==> src/rtl/mul_arbiter_seq_pkg.sv <==
// rtl/mul_arbiter_seq_pkg.sv - shared constants and FSM encoding for the arbitrated multiplier
package mul_arbiter_seq_pkg;

  localparam int DEFAULT_WIDTH = 16;

  typedef enum logic [1:0] {
    ST_IDLE = 2'd0,
    ST_RUN  = 2'd1,
    ST_DONE = 2'd2
  } state_t;

endpackage

==> src/rtl/mul_shift_add_core.sv <==
// rtl/mul_shift_add_core.sv - sign-magnitude shift-add multiply datapath, one iteration per step
module mul_shift_add_core
  import mul_arbiter_seq_pkg::*;
#(
  parameter int WIDTH = DEFAULT_WIDTH
) (
  input  logic               i_clk,
  input  logic               i_rst_n,
  input  logic               i_load,
  input  logic               i_step,
  input  logic [WIDTH-1:0]   i_a,
  input  logic [WIDTH-1:0]   i_b,
  input  logic               i_signed,
  output logic [2*WIDTH-1:0] o_acc,
  output logic               o_neg
);

  logic               w_a_neg;
  logic               w_b_neg;
  logic [WIDTH-1:0]   w_a_mag;
  logic [WIDTH-1:0]   w_b_mag;
  logic [2*WIDTH-1:0] r_mcand;
  logic [WIDTH-1:0]   r_mplr;
  logic [2*WIDTH-1:0] r_acc;
  logic               r_neg;

  // -2^(WIDTH-1) negates to itself, which is still the correct unsigned magnitude
  assign w_a_neg = i_signed & i_a[WIDTH-1];
  assign w_b_neg = i_signed & i_b[WIDTH-1];
  assign w_a_mag = w_a_neg ? -i_a : i_a;
  assign w_b_mag = w_b_neg ? -i_b : i_b;

  always_ff @(posedge i_clk or negedge i_rst_n) begin
    if (!i_rst_n) begin
      r_mcand <= '0;
      r_mplr  <= '0;
      r_acc   <= '0;
      r_neg   <= 1'b0;
    end else if (i_load) begin
      r_mcand <= {{WIDTH{1'b0}}, w_a_mag};
      r_mplr  <= w_b_mag;
      r_acc   <= '0;
      r_neg   <= w_a_neg ^ w_b_neg;
    end else if (i_step) begin
      if (r_mplr[0]) begin
        r_acc <= r_acc + r_mcand;
      end
      r_mcand <= r_mcand << 1;
      r_mplr  <= r_mplr >> 1;
    end
  end

  assign o_acc = r_acc;
  assign o_neg = r_neg;

endmodule

==> src/rtl/mul_arbiter_seq.sv <==
// rtl/mul_arbiter_seq.sv - two-requester round-robin arbiter around a sequential multiplier
module mul_arbiter_seq
  import mul_arbiter_seq_pkg::*;
#(
  parameter int WIDTH = DEFAULT_WIDTH
) (
  input  logic               Clock,
  input  logic               Reset,
  input  logic [1:0]         iReq,
  input  logic [WIDTH-1:0]   iA0,
  input  logic [WIDTH-1:0]   iB0,
  input  logic [WIDTH-1:0]   iA1,
  input  logic [WIDTH-1:0]   iB1,
  input  logic [1:0]         iSigned,
  output logic [1:0]         oGrant,
  output logic               oBusy,
  output logic [2*WIDTH-1:0] oResult,
  output logic [1:0]         oDone
);

  localparam int CW = $clog2(WIDTH + 1);

  state_t             r_state;
  logic [CW-1:0]      r_count;
  logic [1:0]         r_grant;
  logic               r_busy;
  logic [1:0]         r_done;
  logic [2*WIDTH-1:0] r_result;
  logic               r_last;

  logic               w_win1;
  logic               w_load;
  logic               w_step;
  logic               w_last_iter;
  logic [WIDTH-1:0]   w_a;
  logic [WIDTH-1:0]   w_b;
  logic               w_sgn;
  logic [2*WIDTH-1:0] w_acc;
  logic               w_neg;
  logic [2*WIDTH-1:0] w_final;

  // r_last names the requester served most recently; on a tie the other one wins
  assign w_win1      = iReq[1] & (~iReq[0] | ~r_last);
  assign w_a         = w_win1 ? iA1 : iA0;
  assign w_b         = w_win1 ? iB1 : iB0;
  assign w_sgn       = w_win1 ? iSigned[1] : iSigned[0];
  assign w_last_iter = (r_count == CW'(WIDTH));
  assign w_load      = (r_state == ST_IDLE) && (iReq != 2'b00);
  assign w_step      = (r_state == ST_RUN) && !w_last_iter;
  assign w_final     = w_neg ? -w_acc : w_acc;

  mul_shift_add_core #(
    .WIDTH(WIDTH)
  ) u_core (
    .i_clk    (Clock),
    .i_rst_n  (Reset),
    .i_load   (w_load),
    .i_step   (w_step),
    .i_a      (w_a),
    .i_b      (w_b),
    .i_signed (w_sgn),
    .o_acc    (w_acc),
    .o_neg    (w_neg)
  );

  always_ff @(posedge Clock or negedge Reset) begin
    if (!Reset) begin
      r_state  <= ST_IDLE;
      r_count  <= '0;
      r_grant  <= 2'b00;
      r_busy   <= 1'b0;
      r_done   <= 2'b00;
      r_result <= '0;
      r_last   <= 1'b1;
    end else begin
      case (r_state)
        ST_IDLE: begin
          if (iReq != 2'b00) begin
            r_grant <= w_win1 ? 2'b10 : 2'b01;
            r_busy  <= 1'b1;
            r_count <= '0;
            r_state <= ST_RUN;
          end
        end
        ST_RUN: begin
          if (w_last_iter) begin
            r_result <= w_final;
            r_done   <= r_grant;
            r_last   <= r_grant[1];
            r_state  <= ST_DONE;
          end else begin
            r_count <= r_count + 1'b1;
          end
        end
        ST_DONE: begin
          r_done  <= 2'b00;
          r_grant <= 2'b00;
          r_busy  <= 1'b0;
          r_state <= ST_IDLE;
        end
        default: begin
          r_state <= ST_IDLE;
        end
      endcase
    end
  end

  assign oGrant  = r_grant;
  assign oBusy   = r_busy;
  assign oResult = r_result;
  assign oDone   = r_done;

endmodule

==> config.mk <==
export PLATFORM = sky130hd
export DESIGN_NAME = mul_arbiter_seq
export DESIGN_NICKNAME = d
export VERILOG_FILES = /design/src/rtl/mul_arbiter_seq_pkg.sv /design/src/rtl/mul_shift_add_core.sv /design/src/rtl/mul_arbiter_seq.sv
export SDC_FILE = /design/constraint.sdc
export NUM_CORES = 1
export LEC_CHECK = 0
export BUFFER_PORTS_ARGS = -buffer_cell sky130_fd_sc_hd__buf_2
export CAP_MARGIN = 30
export CORE_ASPECT_RATIO = 1.2
export CORE_MARGIN = 2
export CORE_UTILIZATION = 40
export DETAILED_ROUTE_END_ITERATION = 10
export PLACE_DENSITY = 0.69
export RECOVER_POWER = 50
export SETUP_SLACK_MARGIN = 0.05
export SLEW_MARGIN = 15
export SYNTH_ARGS = -nofsm -noshare
export SYNTH_HDL_FRONTEND = slang
export SYNTH_SLANG_ARGS = --single-unit
==> constraint.sdc <==
create_clock -name Clock -period 4.4 [get_ports Clock]
set_input_delay 0.88 -clock Clock [delete_from_list [all_inputs] [get_ports Clock]]
set_output_delay 0.88 -clock Clock [all_outputs]
set_load 0.01 [all_outputs]
Yosys cells after proc, flatten, opt, wreduce, memory -nomap -nowiden
Cells that the tools add are included.

Output and inout port bits: 37. Word-level logic and storage cells: 71. Bits in writable memories: 0. ROM bits: 0. Bits in latches: 0. Input bits: 70. Bits in registers: 126. Memories: 0.

$mul: 0. Div/mod/pow operators: 0. Shift-type cells: 0. Bitwise operators: 7. Order comparisons: 0. Equal/unequal tests: 6. $add $sub $neg: 5. Reduce and logical (&&, ||, !) cells: 16. Mux-type cells: 26.

Operator list (count): 32-bit 2-to-1 mux (6); 16-bit 2-to-1 mux (6); 32-bit adder (1); 16-bit negation (2); 32-bit negation (1); 2-bit one-hot mux with 2 select lines (3); 2-bit nonzero test (6); 2-bit 2-to-1 mux (5); 5-bit 2-to-1 mux (2); 5-bit one-hot mux with 2 select lines (1); 2-bit AND reduction (5); 5-bit by 1-bit adder with 5-bit output, second input constant (1); 5-bit == test, second input constant (1); 2-bit != test, second input constant (2); 1-bit bitwise AND (3); 3-bit AND reduction (1); 2-bit by 1-bit == test with 1-bit output, second input constant (1); 2-bit == test, second input constant (1); 1-bit logical AND (2); 2-bit zero test (1); 1-bit 2-to-1 mux (2); 2-bit by 1-bit != test with 1-bit output, second input constant (1); 1-bit NOT (2); 1-bit one-hot mux with 2 select lines (1); 3 further kinds (3).

Depth between registers and ports, before layout
Depth in word-level cells: 7. Gate-level depth with buffers: 14. Mapped depth without buffers: 10.

Cells and area by module
A second synthesis with hierarchy kept.

Cells, all modules: 989. Area, all modules: 8833.5 sq um.

By module, submodules not included: mul_shift_add_core (times used 1, seq. area each 2026.9 sq um, cells an instance 677, area each 5874.4 sq um); mul_arbiter_seq (times used 1, seq. area each 1127.3 sq um, cells an instance 312, area each 2959.1 sq um).

Least setup slack after synthesis
No wires, ideal clock.

Path type: input to register. Start: input iReq[1]. End: register u_core.r_mplr[12]. Required time: 4.264 ns. Setup time: 0.136 ns. Path slack: 0.975 ns. Buffers on the path: 5. Stages: 14. Arrival: 3.289 ns. Cells stage by stage: a21bo_2 -> buf_2 -> buf_2 -> buf_4 -> buf_4 -> buf_2 -> mux2i_1 -> ha_1 -> nand2_1 -> nor4bb_1 -> a21oi_1 -> xnor2_1 -> nand2_1 -> o21ai_0.

Word-level cells in the longest chain between the ends: 5. Elaborated cells between the ends (all ways): 10. Classes of those cells: add/sub: 1; mux: 4; bitwise: 2; reduce/logical: 3.

Ends and longest elaborated chain: start, declared (RTL line mul_arbiter_seq.sv:9) `input logic [1:0] iReq,`; 1-bit bitwise AND (RTL line mul_arbiter_seq.sv:43) `assign w_win1 = iReq[1] & (~iReq[0] | ~r_last);`; 16-bit 2-to-1 mux / 1-bit 2-to-1 mux (equally long branches) (RTL line mul_arbiter_seq.sv:45, mul_arbiter_seq.sv:46); 16-bit negation / 1-bit bitwise AND (equally long branches) (RTL line mul_shift_add_core.sv:31, mul_shift_add_core.sv:29); 16-bit 2-to-1 mux (RTL line mul_shift_add_core.sv:31) `assign w_b_mag = w_b_neg ? -i_b : i_b;`; 16-bit 2-to-1 mux (RTL line mul_shift_add_core.sv:39) `end else if (i_load) begin`; end signal, assigned (RTL line mul_shift_add_core.sv:41) `r_mplr <= w_b_mag;`; end signal, assigned (RTL line mul_shift_add_core.sv:49) `r_mplr <= r_mplr >> 1;`; end, declared (RTL line mul_shift_add_core.sv:23) `logic [WIDTH-1:0] r_mplr;`.

Several ways; a longest one is shown, not always the timed one. A chain may end at the register's enable or synchronous reset.

Worst setup path after layout
Start: input iReq[0]. End: register u_core.r_mplr[0].

Word-level cells in the longest chain between the ends: 7. Elaborated cells between the ends (all ways): 12. Classes of those cells: add/sub: 1; mux: 4; bitwise: 4; reduce/logical: 3.

Ends and longest elaborated chain (RTL line): 1-bit NOT (mul_arbiter_seq.sv:43); 1-bit bitwise OR (mul_arbiter_seq.sv:43); 1-bit bitwise AND (mul_arbiter_seq.sv:43); 16-bit 2-to-1 mux / 1-bit 2-to-1 mux (equally long branches) (mul_arbiter_seq.sv:45, mul_arbiter_seq.sv:46); 16-bit negation / 1-bit bitwise AND (equally long branches) (mul_shift_add_core.sv:31, mul_shift_add_core.sv:29); 16-bit 2-to-1 mux (mul_shift_add_core.sv:31); 16-bit 2-to-1 mux (mul_shift_add_core.sv:39).

Several ways; a longest one is shown, not always the timed one.

==> results.sh <==
export IMPL_hp_class="register to register"
export IMPL_synth_top_area_share=0.367
export IMPL_wl_per_cell_um=14.4
export IMPL_syn_to_final_growth_pct=16.2
export IMPL_tightest_slew_ns=2.89
export IMPL_post_cts_buffers=0
export IMPL_overflow=0
export IMPL_cp_slowest_stage_delay_ns=2.04
export IMPL_cp_end_kind="register"
export IMPL_period_share=0.777
export IMPL_synth_seq_cells=126
export IMPL_drtIter0Drc=415
export IMPL_core_area_um2=20900
export IMPL_worst_slew_margin_rel=-0.926
export IMPL_cts_hold_buffers=0
export IMPL_cts_max_path_buffers=2
export IMPL_cts_made_buffers=17
export IMPL_cts_repair_resized=0
export IMPL_violations="max-capacitance violations, max-slew violations"
export IMPL_synth_top_cells_by_count="nand2_1, dfrtp_1, o21ai_0, a21oi_1, xor2_1"
export IMPL_diodes=0
export IMPL_ir_worst_vdd_mv=0.338
export IMPL_yosysWarnings=0
export IMPL_die_w_um=137
export IMPL_r2r_start="r_state[0]$_DFFE_PN0P_"
export IMPL_finalNetCount=1209
export IMPL_syn_nets=1125
export IMPL_drc=0
export IMPL_ff2ff_setup_slack_ns=1.10
export IMPL_fin_ws_ns=0.982
export IMPL_synth_most_common_cell="nand2_1"
export IMPL_gp_congestion=0.900
export IMPL_drive_above_1_share=0.143
export IMPL_grt_usage=0.188
export IMPL_hpwl_mm=14.9
export IMPL_async_flop_share=1.00
export IMPL_post_route_util=0.474
export IMPL_setup_violations=0
export IMPL_cp_data_required_time_ns=4.70
export IMPL_seq_area_um2=3150
export IMPL_seq_area_frac_synth=0.370
export IMPL_power_density_nw_per_um2=721
export IMPL_clkSlewWorstSetupHoldPaths_ns=0.06
export IMPL_path_class="primary input to register"
export IMPL_grt_pass1_vias=6954
export IMPL_crit_path_end="u_core.r_mplr[0]$_DFFE_PN0P_"
export IMPL_drv_slew=118
export IMPL_startpoint_type="primary input"
export IMPL_slowest_stage="clkbuf_1"
export IMPL_drv_cap=2
export IMPL_antenna_found_initial=0
export IMPL_synthTopCellsByArea="dfrtp_1, nand2_1, o21ai_0"
export IMPL_io_pins=107
export IMPL_crit_arrival_ns=3.72
export IMPL_min_period_ns=3.42
export IMPL_initial_core_util=0.408
export IMPL_vias_per_cell=5.35
export IMPL_ff2ff_path_depth=5
export IMPL_clock_skew_ns=0.00936
export IMPL_rows=58
export IMPL_reg2reg_to="u_core.r_mplr[0]$_DFFE_PN0P_"
export IMPL_root_buffer="clkbuf_16"
export IMPL_grt_max_degree=65
export IMPL_dieArea_um2=22500
export IMPL_status="finished, violations left"
export IMPL_synth_largest_area_cell="dfrtp_1"
export IMPL_place_ws_ns=1.14
export IMPL_synth_distinct_cells=63
export IMPL_hold_viol=0
export IMPL_vias=7416
export IMPL_portBuffers=106
export IMPL_grt_pass1_wl_mm=34.0
export IMPL_max_freq_ghz=0.293
export IMPL_synth_ff_type="dfrtp_1"
export IMPL_worstPathCellList="buf_2, o21ai_4, clkbuf_1, and3_1, a21oi_1"
export IMPL_cts_tree="yes"
export IMPL_clk_latency_ns=0.43
export IMPL_first_pass_iters=5
export IMPL_htree_num_levels=4
export IMPL_tns_ns=0
export IMPL_multi_input_area_um2=5130
export IMPL_fill_cells=2029
export IMPL_syn_inst=1018
export IMPL_syn_area_um2=8520
export IMPL_drtAntennaViolNets=0
export IMPL_die_h_um=164
export IMPL_finalWirelength_mm=20.0
export IMPL_path_max_fanout=64
export IMPL_startpoint="iReq[0]"
export IMPL_synth_edf_count=0
export IMPL_synth_area_per_cell_um2=8.37
export IMPL_clkSinkCount=126
export IMPL_rsz0062_at_grt="false"
export IMPL_leakage_nw=4.48
## cell type report
type | instances | share of cell area
flip-flops and latches | 126 | 0.319
multi-input cells | 827 | 0.518
clock buffers | 18 | 0.0444
repair buffers | 120 | 0.0631
well taps | 270 | 0.0341
inverters | 10 | 0.00379
clock inverters | 14 | 0.0183
## how the worst min path moves through the flow
stage,start,endpoint,cells past startpoint
floorplan,r_last$_DFFE_PN1P_,r_last$_DFFE_PN1P_,2
global placement,oBusy$_DFFE_PN0P_,oBusy$_DFFE_PN0P_,2
detailed placement,oResult[14]$_DFFE_PN0P_,oResult[14]$_DFFE_PN0P_,2
CTS,oResult[14]$_DFFE_PN0P_,oResult[14]$_DFFE_PN0P_,2
global route,oResult[20]$_DFFE_PN0P_,oResult[20]$_DFFE_PN0P_,2
finish,oResult[14]$_DFFE_PN0P_,oResult[14]$_DFFE_PN0P_,2
## placed cells by master, fill, tap and decap left out, drive strengths merged, types with 4 or more instances in the layout
cell    netlist  routed
o31ai        13      13
a21boi        4       4
o21ai       111     111
nor2         54      54
nor2b         7       7
ha           36      36
a21o         10      10
inv          10      15
xor2         56      56
buf          11     100
o211ai        6       6
nand2       200     200
nand2b        4       4
nor3         17      17
dfrtp       125     125
o21a          7       7
clkbuf       44      38
and3         13      13
and2          4       4
a21oi        68      68
nand3        30      30
nor4          9       9
or3          13      13
mux2i        45      45
o41ai         4       4
nand4         9       9
a31oi        33      33
a211oi        5       5
or4           5       5
xnor2        29      29
## flip-flops by register name (all words and copies together) (netlist names)
| name | count |
|---|---|
| oDone | 2 |
| r_count | 5 |
| oGrant | 2 |
| u_core.r_mcand | 32 |
| u_core.r_mplr | 16 |
| u_core.o_acc | 32 |
| r_state | 2 |
| oResult | 32 |
| oBusy | 1 |
| r_last | 1 |
| u_core.o_neg | 1 |
## power breakdown
part           internal [W]  switching (W)  leakage [nW]
Sequential          0.00166       0.000512          1.61
Clock              0.000916       0.000555         0.296
Combinational       0.00143        0.00206          2.57
## per-layer routing
metal | routed length, um | up-vias | GRT usage | share of wire
li1 | - | 3817 | - | -
met4 | 212 | 0 | 0.0576 | 0.011
met2 | 8900 | 207 | 0.289 | 0.45
met3 | 1020 | 15 | 0.0265 | 0.051
met5 | 0 | - | 0 | 0
met1 | 9830 | 3377 | 0.274 | 0.49
## critical path: cells and delay by family
family	cells	cell delay [ns]
simple gates	1	0.45
buf+inv	2	2.17
compound gates	2	0.19
## metrics by stage
stage / cell area (um2) / total power [W] / std cells / hold slack [ns]
finish: 9900 / 0.00714 / 1385 / 0.469
global route: 9900 / 0.00777 / 1385 / 0.500
CTS: 9920 / 0.00718 / 1384 / 0.479
detailed placement: 9300 / 0.00568 / 1352 / 0.465
global placement: 9280 / 0.00561 / 1351 / 0.460
floorplan: 8520 / 0.00476 / 1018 / 0.445
## cell families (layout without fill, tap and decap cells)
group	Yosys count	count (layout)	share of synthesized area
flip-flops	126	126	0.370
buffers and inverters	65	162	0.0303
adder cells (fa/ha/maj)	37	37	0.0552
multiplexers	45	45	0.0529
XOR/XNOR	85	85	0.0874
AND/OR/NAND/NOR	382	382	0.210
AO/OA/AOI/OAI	278	278	0.194
No activity file was read; power rests on OpenSTA's default activity.
